[config.mk]
export PLATFORM = sky130hd
export DESIGN_NAME = solver_feeder
export DESIGN_NICKNAME = d
export VERILOG_FILES = /design/src/rtl/solver_pkg.sv /design/src/rtl/solver_watchdog.sv /design/src/rtl/solver_feeder.sv
export SDC_FILE = /design/constraint.sdc
export NUM_CORES = 1
export LEC_CHECK = 0
export BUFFER_PORTS_ARGS = -buffer_cell sky130_fd_sc_hd__buf_4
export CORE_MARGIN = 1
export CORE_UTILIZATION = 52
export CTS_CLUSTER_DIAMETER = 80
export DETAILED_ROUTE_END_ITERATION = 8
export GPL_TIMING_DRIVEN = 0
export PLACE_DENSITY = 0.86
export SYNTH_ARGS = -nofsm -noshare
export SYNTH_HDL_FRONTEND = slang
export SYNTH_SLANG_ARGS = --single-unit
[constraint.sdc]
create_clock -name clock -period 3.95 [get_ports clock]
set_clock_uncertainty 0.05 [all_clocks]
set_input_delay 0.5925 -clock clock [delete_from_list [all_inputs] [get_ports clock]]
set_output_delay 0.5925 -clock clock [all_outputs]
set_load 0.02 [all_outputs]
[src/rtl/solver_pkg.sv]
// Shared definitions for the Mandelbrot solver host side: limb-width defaults
// and the feeder state encoding.
package solver_pkg;

  localparam int unsigned LIMB_INDEX_BITS = 6;
  localparam int unsigned LIMB_SIZE_BITS  = 27;
  localparam int unsigned NUM_LIMBS       = 4;

  typedef enum logic [2:0] {
    StLoad,
    StDrain,
    StStart,
    StWait,
    StResult
  } feeder_state_e;

endpackage

[src/rtl/solver_watchdog.sv]
// Clearable WAIT-cycle counter. expire is high in the WAIT cycle whose 1-based
// index equals TIMEOUT_CYCLES; a zero limit never expires.
module solver_watchdog #(
  parameter int unsigned TIMEOUT_CYCLES = 0
) (
  input  logic clock,
  input  logic reset,
  input  logic clear,
  input  logic count,
  output logic expire
);

  localparam int unsigned CntW = (TIMEOUT_CYCLES > 1) ? $clog2(TIMEOUT_CYCLES) : 1;
  localparam logic [CntW-1:0] LastCnt = CntW'(TIMEOUT_CYCLES - 1);
  localparam bit Enabled = (TIMEOUT_CYCLES != 0);

  // Holds the number of WAIT cycles already completed, so the current cycle is cnt_q + 1.
  logic [CntW-1:0] cnt_q;

  assign expire = Enabled && count && (cnt_q == LastCnt);

  always_ff @(posedge clock or negedge reset) begin
    if (!reset) begin
      cnt_q <= '0;
    end else if (clear) begin
      cnt_q <= '0;
    end else if (count && !expire) begin
      cnt_q <= cnt_q + 1'b1;
    end
  end

endmodule

[src/rtl/solver_feeder.sv]
// Host-side initiator for one Mandelbrot solver: loads a point limb by limb,
// pulses start, waits for completion (or watchdog expiry) and returns the result.
module solver_feeder #(
  parameter int unsigned LIMB_INDEX_BITS = solver_pkg::LIMB_INDEX_BITS,
  parameter int unsigned LIMB_SIZE_BITS  = solver_pkg::LIMB_SIZE_BITS,
  parameter int unsigned NUM_LIMBS       = solver_pkg::NUM_LIMBS,
  parameter int unsigned TIMEOUT_CYCLES  = 0,
  parameter int unsigned ID_BITS         = 8
) (
  input  logic                       clock,
  input  logic                       reset,
  input  logic                       in_valid,
  output logic                       in_ready,
  input  logic [LIMB_SIZE_BITS-1:0]  in_data,
  output logic                       wr_real_en,
  output logic                       wr_imag_en,
  output logic [LIMB_INDEX_BITS-1:0] wr_limb,
  output logic [LIMB_SIZE_BITS-1:0]  wr_data,
  output logic                       start,
  input  logic                       out_ready,
  input  logic [LIMB_SIZE_BITS-1:0]  iterations,
  output logic                       res_valid,
  input  logic                       res_ready,
  output logic [LIMB_SIZE_BITS-1:0]  res_iter,
  output logic [ID_BITS-1:0]         res_id,
  output logic                       res_timeout,
  output logic                       busy
);

  import solver_pkg::*;

  localparam int unsigned CntW = LIMB_INDEX_BITS + 1;
  localparam logic [CntW-1:0] NumLimbs = CntW'(NUM_LIMBS);
  localparam logic [CntW-1:0] LastLimb = CntW'(2 * NUM_LIMBS - 1);

  feeder_state_e              state_q, state_d;
  logic [CntW-1:0]            cnt_q, cnt_d;
  logic [ID_BITS-1:0]         id_q, id_d;
  logic [LIMB_SIZE_BITS-1:0]  iter_q, iter_d;
  logic                       timeout_q, timeout_d;
  logic                       out_ready_q;
  logic                       wr_real_q, wr_imag_q;
  logic [LIMB_INDEX_BITS-1:0] wr_limb_q;
  logic [LIMB_SIZE_BITS-1:0]  wr_data_q;

  logic                       accept;
  logic                       is_real;
  logic [CntW-1:0]            limb_idx;
  logic                       done;
  logic                       expire;
  logic                       wd_clear;
  logic                       wd_count;

  assign accept   = (state_q == StLoad) && in_valid;
  assign is_real  = (cnt_q < NumLimbs);
  assign limb_idx = is_real ? cnt_q : (cnt_q - NumLimbs);
  // Edge-based so a level left high by the previous job (or across reset) is ignored.
  assign done     = out_ready && !out_ready_q;

  solver_watchdog #(
    .TIMEOUT_CYCLES(TIMEOUT_CYCLES)
  ) u_watchdog (
    .clock (clock),
    .reset (reset),
    .clear (wd_clear),
    .count (wd_count),
    .expire(expire)
  );

  always_comb begin
    state_d   = state_q;
    cnt_d     = cnt_q;
    id_d      = id_q;
    iter_d    = iter_q;
    timeout_d = timeout_q;
    wd_clear  = 1'b0;
    wd_count  = 1'b0;
    unique case (state_q)
      StLoad: begin
        if (accept) begin
          cnt_d = cnt_q + 1'b1;
          if (cnt_q == LastLimb) state_d = StDrain;
        end
      end
      StDrain: state_d = StStart;
      StStart: begin
        wd_clear = 1'b1;
        state_d  = StWait;
      end
      StWait: begin
        wd_count = 1'b1;
        // Completion takes priority over a coincident watchdog expiry.
        if (done) begin
          iter_d    = iterations;
          timeout_d = 1'b0;
          state_d   = StResult;
        end else if (expire) begin
          iter_d    = '1;
          timeout_d = 1'b1;
          state_d   = StResult;
        end
      end
      StResult: begin
        if (res_ready) begin
          id_d    = id_q + 1'b1;
          cnt_d   = '0;
          state_d = StLoad;
        end
      end
      default: state_d = StLoad;
    endcase
  end

  always_ff @(posedge clock or negedge reset) begin
    if (!reset) begin
      state_q     <= StLoad;
      cnt_q       <= '0;
      id_q        <= '0;
      iter_q      <= '0;
      timeout_q   <= 1'b0;
      out_ready_q <= 1'b1;
    end else begin
      state_q     <= state_d;
      cnt_q       <= cnt_d;
      id_q        <= id_d;
      iter_q      <= iter_d;
      timeout_q   <= timeout_d;
      out_ready_q <= out_ready;
    end
  end

  always_ff @(posedge clock or negedge reset) begin
    if (!reset) begin
      wr_real_q <= 1'b0;
      wr_imag_q <= 1'b0;
      wr_limb_q <= '0;
      wr_data_q <= '0;
    end else begin
      wr_real_q <= accept && is_real;
      wr_imag_q <= accept && !is_real;
      if (accept) begin
        wr_limb_q <= limb_idx[LIMB_INDEX_BITS-1:0];
        wr_data_q <= in_data;
      end
    end
  end

  assign in_ready    = (state_q == StLoad);
  assign start       = (state_q == StStart);
  assign res_valid   = (state_q == StResult);
  assign busy        = !((state_q == StLoad) && (cnt_q == '0));
  assign res_iter    = iter_q;
  assign res_id      = id_q;
  assign res_timeout = timeout_q;
  assign wr_real_en  = wr_real_q;
  assign wr_imag_en  = wr_imag_q;
  assign wr_limb     = wr_limb_q;
  assign wr_data     = wr_data_q;

endmodule

== Word level (Yosys, flattened, before mapping) ==
Cells that the tools add are included.

* Flip-flop bits (word level): 81
* Output and inout port bits: 75
* Bits of input ports: 59
* Logic and storage cells: 46

* Multiplexer cells: 9
* Order comparisons: 1
* Eq/ne operators: 9
* Add/subtract/negate cells: 3
* Reductions and logical operators: 15

{| class="wikitable"
|+ Operator list
! cell !! count
|-
| one-hot mux 3 bit (5 select lines) || 1
|-
| 2-to-1 mux 7 bit || 2
|-
| one-hot mux 7 bit (2 select lines) || 1
|-
| 2-to-1 mux 3 bit || 4
|-
| adder 8 x 1 -> 8 bit, second input constant || 1
|-
| adder 7 x 1 -> 7 bit, second input constant || 1
|-
| == test 7 x 3 -> 1 bit, second input constant || 1
|-
| logical NOT 7 bit || 1
|-
| < comparator 7 x 3 -> 1 bit, second input constant || 1
|-
| == test 3 x 2 -> 1 bit, second input constant || 2
|-
| 2-to-1 mux 6 bit || 1
|-
| != test 2 x 1 -> 1 bit, second input constant || 3
|-
| subtractor 6 x 3 -> 6 bit, second input constant || 1
|-
| logical AND 1 bit || 5
|-
| AND reduction 2 bit || 2
|-
| AND reduction 4 bit || 1
|-
| == test 3 x 1 -> 1 bit, second input constant || 1
|-
| == test 3 bit, second input constant || 1
|-
| logical NOT 1 bit || 3
|-
| logical NOT 3 bit || 1
|-
| AND reduction 3 bit || 1
|-
| != test 2 bit, second input constant || 1
|-
| nonzero test 2 bit || 1
|}

== Depth between registers and ports, before layout ==
Gate-level depths: netlist (run 1).

* Word-level depth: 4
* Gate-level depth with buffers: 7
* Gate-level depth less buffers: 5

== Hierarchy ==
A second synthesis (run 1) with hierarchy kept.

* Cell total of the unflattened synthesis: 300
* Area, all modules: 3320.7 µm²

{| class="wikitable"
|+ Modules (own cells, without submodules)
! module !! cells an instance !! area an instance (µm²) !! seq. area each (µm²) !! times used
|-
| solver_feeder || 298 || 3309.4 || 2053.2 || 1
|-
| solver_watchdog || 2 || 11.3 || 0.0 || 1
|}

== Least setup slack after synthesis (run 1) ==
OpenSTA, ideal clock, no wires.

* Path kind: register to output
* From: reg state_q[2]
* To: out busy
* Path slack: 1.901 ns
* Required time: 3.307 ns
* Arrival: 1.407 ns
* Cell stages (with the launch flop): 4
* Buffers on the path: 1
* Cells stage by stage: dfrtp_1 > buf_6 > nor3_1 > nand4_1

* Word-level cells in the longest chain between the ends: 3

{| class="wikitable"
|+ Ends and longest elaborated chain
! what !! line !! source
|-
| from (decl) || solver_feeder.sv:36 || <nowiki>feeder_state_e state_q, state_d;</nowiki>
|-
| from (signal assigned) || solver_feeder.sv:116 || <nowiki>state_q <= StLoad;</nowiki>
|-
| from (signal assigned) || solver_feeder.sv:123 || <nowiki>state_q <= state_d;</nowiki>
|-
| logical NOT 3 bit || - ||
|-
| named net in_ready || solver_feeder.sv:13 || <nowiki>output logic in_ready,</nowiki>
|-
| logical AND 1 bit || solver_feeder.sv:151 || <nowiki>assign busy = !((state_q == StLoad) && (cnt_q == '0));</nowiki>
|-
| logical NOT 1 bit || solver_feeder.sv:151 ||
|-
| to (decl) || solver_feeder.sv:27 || <nowiki>output logic busy</nowiki>
|}

The timed path passes the listed nets, and every way through them passes these cells.

== Worst setup path in the final report (run 1) ==
* From: reg state_q[0]
* To: out busy

* Word-level cells in the longest chain between the ends: 3

{| class="wikitable"
|+ Ends and longest elaborated chain
! what !! line
|-
| logical NOT 3 bit || solver_feeder.sv:151
|-
| logical AND 1 bit || solver_feeder.sv:151
|-
| logical NOT 1 bit || solver_feeder.sv:151
|}

No other way between the ends.

==> impl_metrics.py, run 1 <==
metrics = {
    "run_status": {
        "outcome": "finished clean",
    },
    "grt": {
        "initial_antenna_violation_count": 0,
        "track_usage_pct": 22.4,
        "first_global_vias": 2375,
        "grt_pass1_wl_um": 11000,
        "gr-total-overflow": 0,
        "grt_max_degree": 82,
    },
    "detailed_routing": {
        "drt-pass1-iter-count": 4,
        "detail_route.wirelength_um": 6970,
        "wire_per_inst_um": 15.1,
        "postRouteAntennaNets": 0,
        "drcViolationCount": 0,
        "post_drt_via_cell_ratio": 5.13,
        "dr_total_vias": 2371,
        "detail_route.iter0.violations": 93,
    },
    "cells_and_area": {
        "fin_nets": 449,
        "syn_to_final_growth_pct": 38.4,
        "drive_above_1_share_pct": 54.3,
        "n_antenna_cell": 0,
    },
    "timing": {
        "grt_setup_unrepaired": "false",
        "timing.fmax_mhz": 454,
        "final.period_utilization_pct": 55.7,
        "timing_max_transition_violations_final": 0,
        "hold_violations_final": 0,
        "final.min_clock_period_ns": 2.20,
        "worst_pin_slew_ns": 0.987,
        "setup-violations-final": 0,
        "worst_rel_slew_slack_pct": 34.2,
        "totalNegativeSetupSlack_ns": 0,
    },
    "synth": {
        "synth.mux.area_fraction_pct": 19.0,
        "post_synthesis_compound_gate_area_fraction_pct": 3.15,
        "dominant_combinational_cell_family_by_area_after_synthesis": "multiplexers",
        "synth_enable_flop_cells": 0,
        "ys_async_sr_fraction_pct": 100,
        "post_synth_main_area_contributors": "sky130_fd_sc_hd__dfrtp_1 61%, sky130_fd_sc_hd__mux2_2 18%, sky130_fd_sc_hd__ha_1 2.7%",
        "ys_types": 35,
        "yosysWarningCount": 0,
        "postSynthCellCount": 240,
        "synth-simple-area-share_pct": 8.64,
        "synth_seq_area_share_pct": 61.4,
        "ys_dominant_reg_cell": "sky130_fd_sc_hd__dfrtp_1",
        "synthesized_net_count": 306,
        "synth_common_cells": "80 x sky130_fd_sc_hd__dfrtp_1, 54 x sky130_fd_sc_hd__mux2_2, 15 x sky130_fd_sc_hd__nand2_1",
        "area_share_of_xor_xnor_cells_in_the_synthesized_design_pct": 2.12,
        "postSynthAreaPerCell_um2": 13.8,
        "ys_seq_elements": 81,
        "synth_most_common_cell": "sky130_fd_sc_hd__dfrtp_1",
        "synthAdderAreaFrac_pct": 2.65,
        "post_synth_instance_area_um2": 3300,
        "synth.top_cell.area_share_pct": 60.6,
        "netlist.top_cell.by_area": "sky130_fd_sc_hd__dfrtp_1",
    },
    "clock_tree": {
        "clkSinkCount": 81,
        "worst_setup_hold_path_clk_slew_ns": 0.08,
        "cts.repair_timing.setup_buffer_count": 0,
        "ctsHtreeMaxLevel": 3,
        "clk_latency_ns": 0.34,
        "cts.repair.resized": 0,
        "cts_root_buffer": "sky130_fd_sc_hd__clkbuf_8",
        "tritoncts": "built",
        "cts_max_path_buffers": 2,
        "cts.hold.buffers_added": 0,
        "numCtsBuffers": 9,
    },
    "critical_path": {
        "crit_arrival_ns": 1.56,
        "critical_path_class": "reg -> out",
        "worstSetupEndpointType": "output pin",
        "cp_slowest_stage_delay_ns": 0.37,
        "cp.required_ns": 3.31,
        "critical_path.slowest_cell": "sky130_fd_sc_hd__dfrtp_1",
        "worstSetupStartpointType": "register",
        "critical_path_peak_fanout": 9,
        "cp_cell_sequence": "clkbuf_2, nor3_1, nand4_1, buf_4",
    },
    "power": {
        "power.ir.vdd_worst_mv": 0.514,
        "power.leakage_nw": 2.24,
        "power_per_cell_area_nw_per_um2": 798,
        "finalPower_mw": 3.65,
    },
    "floorplan": {
        "fp.dieH_um": 81.7,
        "die_width_um": 81.7,
        "design.core.area_um2": 6030,
        "overall_die_area_um2": 6670,
        "ios": 134,
        "floorplan.rows": 28,
        "initial_utilization_pct": 54.8,
    },
    "job": {
        "max_cap_violations": 0,
    },
    "place": {
        "hpwl_um": 5080,
        "portBuffers": 132,
        "finalWeightedCongestion": 0.792,
    },
    "min_path": {
        "hold_removal_path_class": "in -> reg",
    },
}
-- path summary, 6_finish.rpt --
check                                    end  startpoint  slack, ns  cells past startpoint
worst min-delay path             out_ready_q   out_ready       0.33                      1
worst max-delay path                    busy  state_q[0]       1.75                      4
max in group asynchronous         wr_data[8]       reset       2.85                      1
worst min register to register     res_id[7]   res_id[7]       0.43                      1
min in group asynchronous       res_iter[21]       reset       0.34                      1
worst max register to register  res_iter[19]  state_q[0]       1.83                      5
-- layout by cell type (no fill, tap or decap), types with 5 or more instances in the layout --
cell                       netlist  final
sky130_fd_sc_hd__clkbuf_8        0      9
sky130_fd_sc_hd__ha_1            7      7
sky130_fd_sc_hd__clkbuf_1        5      5
sky130_fd_sc_hd__o21ai_0         8      8
sky130_fd_sc_hd__dfrtp_1        80     80
sky130_fd_sc_hd__inv_1           7      7
sky130_fd_sc_hd__nand2_1        15     15
sky130_fd_sc_hd__mux2_2         54     54
sky130_fd_sc_hd__buf_4           1    133
sky130_fd_sc_hd__nand3_1         6      6
sky130_fd_sc_hd__xnor2_1         8      8
-- cells by family (layout without fill, tap and decap cells) --
kind of cell             after synthesis  in the layout
buffers and inverters                 19            166
AO/OA/AOI/OAI                         18             18
adder cells (fa/ha/maj)                7              7
multiplexers                          56             56
other                                  1              1
AND/OR/NAND/NOR                       50             50
XOR/XNOR                               8              8
flip-flops                            81             81
-- stage by stage --
stage / utilization [%] / worst slack, ns / hold WS [ns] / instance area, µm² / cells
floorplan: - / 1.90 / 0.247 / 3300 / 240
global placement: 72.8 / 1.70 / 0.412 / 4390 / 447
detailed placement: 72.8 / 1.69 / 0.425 / 4390 / 447
CTS: 75.9 / 1.76 / 0.313 / 4570 / 462
global route: 75.9 / 1.59 / 0.306 / 4570 / 462
finish: 75.9 / 1.75 / 0.325 / 4570 / 462
-- cell type report --
class,instances,area (µm²)
repair buffers,132,991
plain buffers,12,68.8
multi-input cells,140,1180
clock inverters,6,60.1
fillers,443,1460
flip-flops and latches,81,2030
well taps,75,93.8
clock buffers,9,124
inverters,7,26.3
-- registers in the layout, indices dropped and copies added (netlist names) --
name	flops
res_id	8
cnt_q	7
wr_limb	6
wr_real_en	1
state_q	3
res_iter	27
out_ready_q	1
wr_data	27
wr_imag_en	1
-- critical path: cells and delay by family, from the launching register on --
family | cells | cell delay (ns)
buffers and inverters | 2 | 0.35
flip-flops | 1 | 0.37
AND/OR/NAND/NOR | 2 | 0.50
-- per-layer routing --
layer	global-route usage, %	wire length (µm)	vias up
li1	-	-	1119
met1	25.7	2810	1153
met2	39.0	3570	89
met3	7.11	466	10
met4	8.07	120	0
met5	0	0	-
-- power breakdown --
part           internal [mW]  total (mW)  switching, mW
logic                  0.801        1.64          0.841
registers               1.20        1.43          0.235
clock network          0.285       0.574          0.289
total                   2.28        3.65           1.37
No activity file was read; power rests on OpenSTA's default activity.
==> run 2: changes to the inputs <==
ABC_AREA = 1   (was default)
CORE_UTILIZATION = 49   (was 52)
PLACE_DENSITY = 0.81   (was 0.86)
clock period = 2.2 ns   (was 3.95 ns; I/O delays follow)
==> run 2 against run 1 <==
Design area increased by 7.6%. Highest routed layer unchanged. Count of clock-buffer cells in the layout is the same. Largest power group unchanged. Non-clock buffer count up 5. Critical path type unchanged.
==> impl_metrics.py, run 2 <==
metrics = {
    "clock_tree": {
        "cts_root_buffer": "sky130_fd_sc_hd__clkbuf_8",
        "tritoncts": "built",
        "numCtsBuffers": 9,
        "clkSinkCount": 81,
        "ctsHtreeMaxLevel": 3,
        "clk_latency_ns": 0.35,
        "cts_max_path_buffers": 2,
        "cts.repair_timing.setup_buffer_count": 0,
        "cts.hold.buffers_added": 0,
        "worst_setup_hold_path_clk_slew_ns": 0.09,
        "cts.repair.resized": 0,
    },
    "cells_and_area": {
        "fin_nets": 619,
        "fillerInstances": 562,
        "multiInputGateArea_um2": 1330,
        "register_area_um2": 2030,
        "n_antenna_cell": 0,
        "finish.cell_count_without_fillers": 654,
        "layout_commonest_cell": "sky130_fd_sc_hd__nand2_1",
        "drive_above_1_share_pct": 32.6,
        "core_util_final_pct": 70.8,
        "syn_to_final_growth_pct": 36.8,
        "most-common-layout-cells": "188 x sky130_fd_sc_hd__nand2_1, 137 x sky130_fd_sc_hd__buf_4, 80 x sky130_fd_sc_hd__dfrtp_1",
    },
    "place": {
        "placedCellCount": 638,
        "hpwl_um": 5910,
        "place_worst_setup_slack_ns": 0.687,
        "finalWeightedCongestion": 0.835,
        "portBuffers": 132,
    },
    "job": {
        "max_cap_violations": 0,
    },
    "critical_path": {
        "rrSetupSlack_ns": 0.77,
        "crit_arrival_ns": 1.55,
        "critical_path.slowest_cell": "sky130_fd_sc_hd__dfrtp_1",
        "worstSetupEndpointType": "output pin",
        "worstSetupStartpointType": "register",
        "timing.reg2reg.worst_path_depth": 5,
        "worst_setup_path_startpoint": "cnt_q[4]",
        "critical_path_class": "reg -> out",
        "worst_path_top_cell_family_by_delay": "simple AND/OR/NAND/NOR gates",
        "regToRegStartpoint": "cnt_q[4]",
        "cp_buf_inv_count": 2,
        "cp_cell_sequence": "buf_2, nor3_1, nand4_1, buf_4",
        "critical_path_peak_fanout": 7,
        "cp.required_ns": 1.82,
        "critical_path.reg2reg.endpoint": "wr_limb[2]",
        "cp_slowest_stage_delay_ns": 0.36,
    },
    "synth": {
        "yosysWarningCount": 0,
        "synth_most_common_cell": "sky130_fd_sc_hd__nand2_1",
        "post_synth_main_area_contributors": "sky130_fd_sc_hd__dfrtp_1 56%, sky130_fd_sc_hd__nand2_1 20%, sky130_fd_sc_hd__nand3_1 5.3%",
        "ys_seq_elements": 81,
        "post_synth_instance_area_um2": 3590,
        "ys_dominant_reg_cell": "sky130_fd_sc_hd__dfrtp_1",
        "netlist.top_cell.by_area": "sky130_fd_sc_hd__dfrtp_1",
        "postSynthCellCount": 410,
        "synth_seq_area_share_pct": 56.4,
        "postSynthAreaPerCell_um2": 8.76,
        "synthesized_net_count": 476,
        "ys_types": 30,
        "ys_async_sr_fraction_pct": 100,
        "synth.top_cell.area_share_pct": 55.7,
        "synth_enable_flop_cells": 0,
        "synth_common_cells": "188 x sky130_fd_sc_hd__nand2_1, 80 x sky130_fd_sc_hd__dfrtp_1, 38 x sky130_fd_sc_hd__nand3_1",
    },
    "timing": {
        "grt_setup_unrepaired": "false",
        "worst_pin_slew_ns": 1.01,
        "holdWs_ns": 0.0477,
        "totalNegativeSetupSlack_ns": 0,
        "setup-violations-final": 0,
        "final.period_utilization_pct": 87.5,
        "final.min_clock_period_ns": 1.93,
        "worst_rel_slew_slack_pct": 32.9,
        "timing_max_transition_violations_final": 0,
        "hold_violations_final": 0,
        "timing.fmax_mhz": 519,
        "setup_slack_ns": 0.274,
    },
    "min_path": {
        "whs_endpoint": "out_ready_q",
        "holdCritStartpoint": "out_ready",
        "hold_depth": 1,
        "hold_removal_path_class": "in -> reg",
    },
    "grt": {
        "initial_antenna_violation_count": 0,
        "gr-total-overflow": 0,
        "first_global_vias": 2843,
        "grt_max_degree": 82,
        "track_usage_pct": 21.9,
        "grt_pass1_wl_um": 12800,
    },
    "detailed_routing": {
        "postRouteAntennaNets": 0,
        "dr_total_vias": 3112,
        "detail_route.wirelength_um": 8120,
        "drt-pass1-iter-count": 4,
        "drcViolationCount": 0,
        "post_drt_via_cell_ratio": 4.76,
        "detail_route.iter0.violations": 129,
        "wire_per_inst_um": 12.4,
    },
    "power": {
        "power.leakage_nw": 2.78,
        "power_per_cell_area_nw_per_um2": 1360,
        "power.ir.vdd_worst_mv": 0.811,
    },
    "floorplan": {
        "design.core.area_um2": 6940,
        "ios": 134,
        "floorplan.rows": 30,
        "initial_utilization_pct": 51.7,
        "fp.dieH_um": 87.6,
        "overall_die_area_um2": 7680,
        "die_width_um": 87.6,
    },
    "run_status": {
        "outcome": "finished clean",
    },
}
[run 2: changes by cell type in the layout (fill, tap and decap cells not counted), sizes merged, moves of 6 or more]
cell    delta
mux2      -54
nor2      +12
buf       +11
clkbuf     -6
inv       +22
nand3     +33
nand2    +179
[run 2: worst max path at each step]
stage	end	slack [ns]	depth (start not counted)
after detailed placement	busy	0.69	5
after floorplan	busy	0.77	4
final	busy	0.27	4
after CTS	busy	0.25	4
after global routing	busy	0.17	4
after global placement	busy	0.72	5
[run 2: kinds of logic (layout without fill, tap and decap cells)]
kind of cell	count (synthesis)	after routing	share of synthesized area (%)
AO/OA/AOI/OAI	13	13	2.09
XOR/XNOR	6	6	1.46
adder cells (fa/ha/maj)	7	7	2.44
buffers and inverters	44	192	6.65
flip-flops	81	81	56.4
other	1	1	0.104
AND/OR/NAND/NOR	258	258	30.8
[run 2: worst register-to-register path: stages (launching register included)]
cell                      delay [ns]
sky130_fd_sc_hd__dfrtp_1        0.36
sky130_fd_sc_hd__buf_2          0.17
sky130_fd_sc_hd__nor3_1         0.33
sky130_fd_sc_hd__nand3_1        0.19
sky130_fd_sc_hd__nand2_2        0.15
sky130_fd_sc_hd__o21ai_1        0.07
[run 2: routing by layer]
metal / track usage [%] / up-vias / wire [µm]
li1: - / 1558 / -
met3: 4.34 / 13 / 473
met2: 35.7 / 104 / 3950
met4: 10.9 / 0 / 172
met5: 0 / - / 0
met1: 28.1 / 1437 / 3520
[run 2: power by group]
group          switching (mW)  internal, mW  leakage (nW)
sequential              0.391          2.08          1.02
clock                   0.594         0.543        0.0992
combinational            1.79          1.27          1.66
total                    2.78          3.89          2.78
[run 2: metrics by stage]
stage	instance area (µm²)	total power [mW]
after floorplan	3590	4.26
after global placement	4700	5.48
final	4920	6.67
after CTS	4920	6.73
after detailed placement	4700	5.58
after global routing	4920	7.10
[run 2: area by class of cell]
type                       instances  area share [%]
timing repair buffer             132            20.2
inverter                          27            2.11
buffer                            17            2.75
multi-input combinational        285            27.0
clock buffer                       9            2.52
tap                               96            2.44
sequential                        81            41.3
clock inverter                     7            1.78
==> run 3: changes to the inputs <==
ABC_AREA = default   (was 1)
CORE_UTILIZATION = 48   (was 49)
PLACE_DENSITY = 0.8   (was 0.81)
SYNTH_HIERARCHICAL = 1   (was default)
==> run 3 against run 2 <==
Final cell count fell by 20%. Non-clock buffer count increased by 1. Core utilization is 0.68 points higher. Die area fell by 5.5%. Count of clock-buffer cells in the layout up 2. Power up 0.64%. Design area down 5.6%. Worst setup slack got worse by 0.093 ns. Clock power rose by 7%. Hold slack better by 0.0043 ns. Critical path depth is the same. First-iteration DRC count decreased by 36%. Highest routed layer unchanged.
==> impl_metrics.py, run 3 <==
metrics = {
    "synth": {
        "synth.top_cell.area_share_pct": 61.0,
        "postSynthCellCount": 300,
        "synth_most_common_cell": "sky130_fd_sc_hd__nand2_1",
        "synthesized_net_count": 366,
        "synth_seq_area_share_pct": 61.8,
        "post_synth_main_area_contributors": "sky130_fd_sc_hd__dfrtp_1 61%, sky130_fd_sc_hd__nand2_1 11%, sky130_fd_sc_hd__o22a_1 7.1%",
        "ys_dominant_reg_cell": "sky130_fd_sc_hd__dfrtp_1",
        "ys_seq_elements": 82,
        "synth_enable_flop_cells": 0,
        "ys_types": 42,
        "synth_common_cells": "93 x sky130_fd_sc_hd__nand2_1, 81 x sky130_fd_sc_hd__dfrtp_1, 27 x sky130_fd_sc_hd__o22a_1",
        "postSynthAreaPerCell_um2": 11.1,
        "yosysWarningCount": 6,
        "ys_async_sr_fraction_pct": 100,
        "netlist.top_cell.by_area": "sky130_fd_sc_hd__dfrtp_1",
        "post_synth_instance_area_um2": 3320,
    },
    "timing": {
        "worst_pin_slew_ns": 0.996,
        "grt_setup_unrepaired": "false",
        "worst_rel_slew_slack_pct": 33.6,
        "totalNegativeSetupSlack_ns": 0,
        "setup-violations-final": 0,
        "timing_max_transition_violations_final": 0,
        "hold_violations_final": 0,
        "timing.fmax_mhz": 495,
        "final.period_utilization_pct": 91.8,
        "final.min_clock_period_ns": 2.02,
    },
    "cells_and_area": {
        "drive_above_1_share_pct": 37.4,
        "layout_commonest_cell": "sky130_fd_sc_hd__buf_4",
        "fillerInstances": 489,
        "n_antenna_cell": 0,
        "core_util_final_pct": 71.5,
        "most-common-layout-cells": "136 x sky130_fd_sc_hd__buf_4, 93 x sky130_fd_sc_hd__nand2_1, 81 x sky130_fd_sc_hd__dfrtp_1",
        "fin_nets": 510,
        "syn_to_final_growth_pct": 39.8,
    },
    "clock_tree": {
        "cts.hold.buffers_added": 0,
        "clkSinkCount": 82,
        "clk_latency_ns": 0.34,
        "cts.repair.resized": 0,
        "numCtsBuffers": 9,
        "worst_setup_hold_path_clk_slew_ns": 0.08,
        "cts_root_buffer": "sky130_fd_sc_hd__clkbuf_8",
        "tritoncts": "built",
        "cts_max_path_buffers": 2,
        "ctsHtreeMaxLevel": 3,
        "cts.repair_timing.setup_buffer_count": 0,
    },
    "detailed_routing": {
        "postRouteAntennaNets": 0,
        "drt-pass1-iter-count": 4,
        "wire_per_inst_um": 14.8,
        "detail_route.wirelength_um": 7810,
        "dr_total_vias": 2680,
        "drcViolationCount": 0,
        "detail_route.iter0.violations": 83,
        "post_drt_via_cell_ratio": 5.10,
    },
    "floorplan": {
        "design.core.area_um2": 6490,
        "floorplan.rows": 29,
        "initial_utilization_pct": 51.1,
        "overall_die_area_um2": 7250,
        "ios": 134,
        "die_width_um": 85.2,
        "fp.dieH_um": 85.2,
    },
    "grt": {
        "first_global_vias": 2686,
        "initial_antenna_violation_count": 0,
        "gr-total-overflow": 0,
        "grt_pass1_wl_um": 12600,
        "grt_max_degree": 83,
        "track_usage_pct": 22.4,
    },
    "run_status": {
        "outcome": "finished clean",
    },
    "critical_path": {
        "critical_path_peak_fanout": 6,
        "crit_arrival_ns": 1.64,
        "worstSetupStartpointType": "register",
        "regToRegStartpoint": "state_q[2]",
        "worstSetupEndpointType": "output pin",
        "critical_path_class": "reg -> out",
        "rrSetupSlack_ns": 0.43,
        "timing.reg2reg.worst_path_depth": 7,
        "cp.required_ns": 1.82,
        "critical_path.reg2reg.endpoint": "wr_data[3]",
    },
    "min_path": {
        "whs_endpoint": "out_ready_q",
        "hold_removal_path_class": "in -> reg",
        "holdCritStartpoint": "out_ready",
        "hold_depth": 1,
    },
    "power": {
        "power_per_cell_area_nw_per_um2": 1450,
        "power.ir.vdd_worst_mv": 0.870,
        "power.leakage_nw": 2.31,
    },
    "place": {
        "hpwl_um": 5710,
        "finalWeightedCongestion": 0.773,
        "portBuffers": 133,
    },
    "job": {
        "max_cap_violations": 0,
    },
}
[run 3: cell count changes in the layout (fill, tap and decap cells not counted), sizes merged, moves of 3 or more]
cell and change:
o22a +27, clkbuf +6, inv -20, nor2 -8
nand2 -100, nand3 -34, xnor2 +7, buf -3
[run 3: cell families after synthesis]
group                      synth area share, %
buffers and inverters                     3.58
xor gates and xnor gates                  3.17
adders and majority gates                 2.64
other                                    0.113
DFF                                       61.8
AOI/OAI and AO/OA                         9.65
muxes                                     1.28
and+or+nand+nor                           17.7
[run 3: how the worst max path moves through the flow]
stage / slack (ns) / from / depth (start not counted) / end
2_1_floorplan: 0.50 / state_q[2] / 7 / wr_data[0]
3_3_place_gp: 0.49 / state_q[2] / 7 / wr_data[1]
3_5_place_dp: 0.44 / state_q[2] / 7 / wr_data[4]
4_1_cts: 0.14 / cnt_q[4] / 4 / busy
5_1_grt: 0.12 / cnt_q[4] / 4 / busy
6_report: 0.18 / cnt_q[4] / 4 / busy
[run 3: worst max-delay path, stage by stage (launching register included)]
cell and delay (ns):
sky130_fd_sc_hd__dfrtp_1 0.36, sky130_fd_sc_hd__clkbuf_1 0.18, sky130_fd_sc_hd__nor3_1 0.42, sky130_fd_sc_hd__nand4_1 0.16, sky130_fd_sc_hd__buf_4 0.18
[run 3: power by group]
group / total (mW) / leakage [nW] / internal, mW / switching [mW]
clock network: 1.22 / 0.111 / 0.679 / 0.545
registers: 2.50 / 0.963 / 2.10 / 0.393
logic: 2.99 / 1.24 / 1.30 / 1.69
[run 3: routing by layer]
layer	track usage [%]	vias up	part of all wire [%]
met5	0	-	0
met4	6.32	0	1.2
li1	-	1285	-
met3	5.74	11	7.8
met1	28.3	1270	42
met2	38.4	114	49
[run 3: cell type report]
cell class / count / area [µm²] / area share (%)
multi-input combinational: 194 / 1150 / 24.7
tap: 77 / 96.3 / 2.08
sequential: 82 / 2050 / 44.2
timing repair buffer: 133 / 998 / 21.5
inverter: 7 / 26.3 / 0.566
clock buffer: 11 / 141 / 3.05
clock inverter: 5 / 85.1 / 1.83
buffer: 17 / 92.6 / 1.99
[run 3: stage by stage]
step / hold WS [ns] / instances / power [mW] / setup slack (ns) / area [µm²]
2_1_floorplan: -0.0156 / 300 / 4.19 / 0.498 / 3320
3_3_place_gp: 0.397 / 510 / 5.42 / 0.486 / 4420
3_5_place_dp: 0.399 / 510 / 5.53 / 0.444 / 4420
4_1_cts: 0.0403 / 526 / 6.78 / 0.140 / 4640
5_1_grt: 0.0338 / 526 / 7.12 / 0.116 / 4640
6_report: 0.0520 / 526 / 6.71 / 0.181 / 4640
